## src/rtl/bus_timer.sv

```systemverilog
// Memory-mapped machine timer (mtime/mtimecmp) responder on the req/gnt/rvalid data bus.
// Latency: grant in the same cycle as the request, response (rvalid) exactly one cycle later.
// Backpressure: none; every request is granted immediately. Optional prescaler: BUS_TIMER_PRESCALE_EN.
module bus_timer #(
    parameter int unsigned DataWidth = 32,
    parameter int unsigned AddrWidth = 32,
    parameter logic [63:0] ResetCmp  = 64'hFFFF_FFFF_FFFF_FFFF
) (
    input  logic                 clk_i,
    input  logic                 rst_ni,
    input  logic                 req_i,
    output logic                 gnt_o,
    input  logic                 we_i,
    input  logic [3:0]           be_i,
    input  logic [AddrWidth-1:0] addr_i,
    input  logic [DataWidth-1:0] wdata_i,
    output logic                 rvalid_o,
    output logic [DataWidth-1:0] rdata_o,
    output logic                 err_o,
    output logic                 timer_irq_o
);

    localparam logic [2:0] OffMtimeLo = 3'd0;
    localparam logic [2:0] OffMtimeHi = 3'd1;
    localparam logic [2:0] OffCmpLo   = 3'd2;
    localparam logic [2:0] OffCmpHi   = 3'd3;
    localparam logic [2:0] OffCtrl    = 3'd4;

    logic [63:0] r_mtime;
    logic [63:0] r_mtimecmp;
    logic        r_en;
    logic        r_rvalid;
    logic        r_err;
    logic [31:0] r_rdata;
    logic        r_irq;

    logic [2:0]  w_off;
    logic        w_mapped;
    logic        w_wr;
    logic        w_rd;
    logic        w_ctrl_wr;
    logic        w_tick;
    logic [31:0] w_wmask;
    logic [31:0] w_ctrl_val;
    logic [31:0] w_rd_val;
    logic [63:0] w_mtime_inc;
    logic [63:0] w_mtime_nxt;
    logic [63:0] w_cmp_nxt;
    logic [31:0] w_ctrl_new;

    // Only addr bits [4:2] select a register; the rest are don't-care.
    logic w_unused_addr;
    assign w_unused_addr = ^{addr_i[AddrWidth-1:5], addr_i[1:0]};

    assign gnt_o     = req_i;
    assign w_off     = addr_i[4:2];
    assign w_mapped  = (w_off <= OffCtrl);
    assign w_wr      = req_i & we_i & w_mapped;
    assign w_rd      = req_i & ~we_i & w_mapped;
    assign w_ctrl_wr = w_wr & (w_off == OffCtrl);
    assign w_wmask   = {{8{be_i[3]}}, {8{be_i[2]}}, {8{be_i[1]}}, {8{be_i[0]}}};

`ifdef BUS_TIMER_PRESCALE_EN
    logic [7:0] r_pre;
    logic [7:0] r_pcnt;

    // A tick fires on the last of PRESCALE+1 enabled cycles.
    assign w_tick     = r_en & (r_pcnt == r_pre);
    assign w_ctrl_val = {16'h0, r_pre, 7'h0, r_en};

    // Prescale counter restarts on any CTRL write and idles at 0 while disabled.
    always_ff @(posedge clk_i or negedge rst_ni) begin
        if (!rst_ni) begin
            r_pre  <= 8'h0;
            r_pcnt <= 8'h0;
        end else begin
            if (w_ctrl_wr) begin
                r_pre <= w_ctrl_new[15:8];
            end
            if (w_ctrl_wr || !r_en || w_tick) begin
                r_pcnt <= 8'h0;
            end else begin
                r_pcnt <= r_pcnt + 8'd1;
            end
        end
    end
`else
    assign w_tick     = r_en;
    assign w_ctrl_val = {31'h0, r_en};
`endif

    assign w_ctrl_new  = (w_ctrl_val & ~w_wmask) | (wdata_i & w_wmask);
    assign w_mtime_inc = r_mtime + {63'h0, w_tick};

    // Increment first, then let written bytes of the addressed word override the result.
    always_comb begin
        w_mtime_nxt = w_mtime_inc;
        w_cmp_nxt   = r_mtimecmp;
        if (w_wr) begin
            case (w_off)
                OffMtimeLo: w_mtime_nxt[31:0]  = (w_mtime_inc[31:0]  & ~w_wmask) | (wdata_i & w_wmask);
                OffMtimeHi: w_mtime_nxt[63:32] = (w_mtime_inc[63:32] & ~w_wmask) | (wdata_i & w_wmask);
                OffCmpLo:   w_cmp_nxt[31:0]    = (r_mtimecmp[31:0]   & ~w_wmask) | (wdata_i & w_wmask);
                OffCmpHi:   w_cmp_nxt[63:32]   = (r_mtimecmp[63:32]  & ~w_wmask) | (wdata_i & w_wmask);
                default:    ;
            endcase
        end
    end

    // Read mux over the current (pre-edge) register values.
    always_comb begin
        w_rd_val = 32'h0;
        case (w_off)
            OffMtimeLo: w_rd_val = r_mtime[31:0];
            OffMtimeHi: w_rd_val = r_mtime[63:32];
            OffCmpLo:   w_rd_val = r_mtimecmp[31:0];
            OffCmpHi:   w_rd_val = r_mtimecmp[63:32];
            OffCtrl:    w_rd_val = w_ctrl_val;
            default:    w_rd_val = 32'h0;
        endcase
    end

    // Timer state and the level interrupt, compared on current register values.
    always_ff @(posedge clk_i or negedge rst_ni) begin
        if (!rst_ni) begin
            r_mtime    <= 64'h0;
            r_mtimecmp <= ResetCmp;
            r_en       <= 1'b0;
            r_irq      <= 1'b0;
        end else begin
            r_mtime    <= w_mtime_nxt;
            r_mtimecmp <= w_cmp_nxt;
            if (w_ctrl_wr) begin
                r_en <= w_ctrl_new[0];
            end
            r_irq <= (r_mtime >= r_mtimecmp);
        end
    end

    // One-cycle response; data and error are forced to 0 outside a response.
    always_ff @(posedge clk_i or negedge rst_ni) begin
        if (!rst_ni) begin
            r_rvalid <= 1'b0;
            r_err    <= 1'b0;
            r_rdata  <= 32'h0;
        end else begin
            r_rvalid <= req_i;
            r_err    <= req_i & ~w_mapped;
            r_rdata  <= w_rd ? w_rd_val : 32'h0;
        end
    end

    assign rvalid_o    = r_rvalid;
    assign err_o       = r_err;
    assign rdata_o     = r_rdata;
    assign timer_irq_o = r_irq;

endmodule

```

## config.mk

```make
export PLATFORM = sky130hd
export DESIGN_NAME = bus_timer
export DESIGN_NICKNAME = d
export VERILOG_FILES = /design/src/rtl/bus_timer.sv
export SDC_FILE = /design/constraint.sdc
export NUM_CORES = 1
export LEC_CHECK = 0
export CAP_MARGIN = 30
export CELL_PAD_IN_SITES_DETAIL_PLACEMENT = 2
export CELL_PAD_IN_SITES_GLOBAL_PLACEMENT = 2
export CORE_AREA = 5 5 169 171
export DETAILED_ROUTE_END_ITERATION = 8
export DIE_AREA = 0 0 174 176
export GPL_ROUTABILITY_DRIVEN = 1
export MAX_ROUTING_LAYER = met4
export PLACE_DENSITY = 0.87
export SLEW_MARGIN = 15
export SYNTH_ARGS = -nofsm -noshare
export SYNTH_HDL_FRONTEND = slang
export SYNTH_SLANG_ARGS = --single-unit
```

## constraint.sdc

```tcl
create_clock -name clk_i -period 2.41 [get_ports clk_i]
set_input_delay 0.482 -clock clk_i [delete_from_list [all_inputs] [get_ports clk_i]]
set_output_delay 0.482 -clock clk_i [all_outputs]
set_load 0.03 [all_outputs]
```

==> impl_metrics.env <==
export IMPL_run_status="finished with violations"
export IMPL_violations="negative setup slack"
export IMPL_dr_total_vias=8795
export IMPL_power_share_clock_pct=26.7
export IMPL_cap_violations=0
export IMPL_seq_area_frac_synth_pct=45.07
export IMPL_reg2regPathDepth=8
export IMPL_fin_util_pct=44.07
export IMPL_dr_pass1_iters=5
export IMPL_fmax_mhz=401.1
export IMPL_path_buf_inv=2
export IMPL_cts_tree="done"
export IMPL_clk_pin_slew_worst_paths_ps=70
export IMPL_crit_chain="inv_1, ha_4, nand4_1, nor4_1, buf_4, nand3_1, or3_1, o211ai_1"
export IMPL_final_layout_size_suffix_gt1_share_pct=18.76
export IMPL_die_w_um=174
export IMPL_grt_pass1_wl_um=57180
export IMPL_clkSinkCount=164
export IMPL_synthFlopType="dfrtp_1"
export IMPL_r2r_end="timer_irq_o"
export IMPL_cts_root_buf="clkbuf_16"
export IMPL_synthesis_nets=1159
export IMPL_io_pins=108
export IMPL_multi_input_area_um2=4725
export IMPL_hold_path_class="in2async"
export IMPL_wl_um=38350
export IMPL_setup_ws_ps=-82.98
export IMPL_netlist_top_cells_count="nand2_1 (123), a21oi_1 (107), dfrtp_1 (100)"
export IMPL_netSwitchingPower_uw=4163
export IMPL_drt_iter0_drc=567
export IMPL_r2r_slack_ps=-80
export IMPL_synth_edf_count=0
export IMPL_antenna_left=0
export IMPL_seqCellArea_um2=4184
export IMPL_power_internal_uw=6688
export IMPL_ys_seq_elements=164
export IMPL_critPathRequiredTime_ps=2730
export IMPL_areaGrowthSynthToFinish_pct=26.87
export IMPL_rsz0062_at_grt="yes"
export IMPL_slew_viol_final=0
export IMPL_cp_top_family="simple AND/OR/NAND/NOR gates"
export IMPL_p_leak_uw=0.004925
export IMPL_crit_slowest_cell="dfstp_2"
export IMPL_grt_max_degree=60
export IMPL_period_share_pct=103.4
export IMPL_start_util_pct=34.74
export IMPL_synth_area_leaders="dfrtp_1 (27%), dfstp_2 (18%), ha_1 (8.9%)"
export IMPL_wl_per_cell_um=25.33
export IMPL_io_buffers=78
export IMPL_avgSynthCellArea_um2=9.093
export IMPL_yosysMostFrequentCell="nand2_1"
export IMPL_ctsLongestPathBuffers=2
export IMPL_syn_area_um2=9284
export IMPL_yosys_area_top_type_share_pct=26.95
export IMPL_cp_num_cells=8
export IMPL_hold_violations=0
export IMPL_die_y_um=176
export IMPL_grt_pass1_vias=9996
export IMPL_crit_end="timer_irq_o"
export IMPL_num_rows=60
export IMPL_arrival_ps=2820
export IMPL_ir_worst_vdd_v=0.0005007
export IMPL_setup_viol=1
export IMPL_vias_per_cell=5.809
export IMPL_pwr_density_cell_nw_per_um2=921.2
export IMPL_crit_fanout=3
export IMPL_cpPeakStageDelay_ps=530
export IMPL_fill_cells=2826
export IMPL_min_period_ps=2493
export IMPL_gr_total_overflow=0
export IMPL_drc=0
export IMPL_yosysUniqueCellTypes=46
export IMPL_timing_hold_ws_ps=44.25
export IMPL_yosys_warnings=0
export IMPL_p_sw_share_pct=38.37
export IMPL_crit_type="reg2reg"
export IMPL_place_congestion=0.8635
export IMPL_cts_max_level=4
export IMPL_antenna_found_initial=0
export IMPL_nNetsFinal=1298
export IMPL_p_seq_share_pct=37.4
export IMPL_synth_largest_area_cell="dfrtp_1"
export IMPL_die_area_um2=30620
export IMPL_start_kind="flip-flop"
export IMPL_clk_latency_ps=440
export IMPL_diodes=0
export IMPL_clock_skew_ps=12.71
export IMPL_core_area_um2=26730
export IMPL_cts_buffers=17
export IMPL_dp_hpwl_um=24760
export IMPL_synthCells=1021
export IMPL_tightest_slew_ps=626.4
export IMPL_grt_usage_pct=24.57
export IMPL_p_comb_share_pct=36.0
export IMPL_relSlewSlack_pct=58.24
export IMPL_crit_path_end_kind="flip-flop"
export IMPL_async_reset_ff_share_pct=100.0
## how the worst min path moves through the flow
stage / start / to / slack [ps] / depth (start not counted)
after floorplan: rst_ni / async pin / 190 / 0
after global placement: flip-flop / flip-flop / 500 / 2
after detailed placement: flip-flop / flip-flop / 510 / 2
after CTS: rst_ni / rdata_o[15] / 60 / 1
after global routing: rst_ni / rdata_o[15] / 80 / 1
final: rst_ni / rdata_o[15] / 40 / 1
## power groups by stage
| stage | clock, uW | combinational [uW] | sequential [uW] |
|---|---|---|---|
| CTS | 2930 | 3790 | 4030 |
| global route | 3070 | 4220 | 4110 |
| floorplan | 0 | 1920 | 4040 |
| finish | 2890 | 3900 | 4060 |
| global placement | 0 | 3190 | 3960 |
| detailed placement | 0 | 3500 | 4040 |
## layer usage
metal	track usage, %	vias up	part of all wire (%)
met4	9.766	0	3.6
met2	43.04	302	52
li1	-	3842	-
met1	28.52	4560	41
met5	-	-	0
met3	3.640	91	3.6
## layout make-up
cell class | instances | share of cell area [%]
Clock buffer | 21 | 4.079
Clock inverter | 11 | 1.062
Inverter | 68 | 2.167
Multi-Input combinational cell | 741 | 40.11
Sequential cell | 164 | 35.52
Tap cell | 341 | 3.622
Timing Repair Buffer | 168 | 13.44
## through the flow
step	setup slack, ps	total power (uW)	std cells	area, um^2	TNS, ps
after detailed placement	-46.64	7533	1475	11020	-87.72
after global placement	103.4	7152	1475	11020	0
after CTS	17.31	10740	1511	11720	0
final	-82.98	10850	1514	11780	-82.98
after floorplan	387.0	5965	1021	9284	0
after global routing	-206.1	11400	1514	11780	-387.9
## cell families (layout without fill, tap and decap cells)
logic type               Yosys count  in the layout  share of synthesized area (%)
multiplexers                       6              6                         0.8490
flip-flops                       164            164                          45.07
AND/OR/NAND/NOR                  338            338                          17.63
adder cells (fa/ha/maj)           66             66                          8.895
buffers and inverters            116            268                          5.121
XOR/XNOR                          62             62                          5.849
AO/OA/AOI/OAI                    269            269                          16.59
## cells in the final DEF, fill, tap and decap left out, drive strengths merged, types with 5 or more instances in the layout
master         instances
a22oi                 63
nand2                123
clkinv                 6
nor3                  26
xor2                  22
and4                   5
clkdlybuf4s50         77
xnor2                 40
dfstp                 64
buf                   91
nor2                  85
and3                  19
inv                   69
ha                    66
dfrtp                100
clkbuf                21
nand4                 27
mux2                   5
nand3                 36
a21oi                107
o21ai                 87
## what timing repair did
item | 4_1_cts | 5_1_grt
setup buffers | 4 | 3
pin swaps | 8 | 3
hold buffers | 0 | 0
gates resized for setup | 6 | 4
endpoints found under the setup margin | 1 | 13
(Power assumes the default switching activity.)
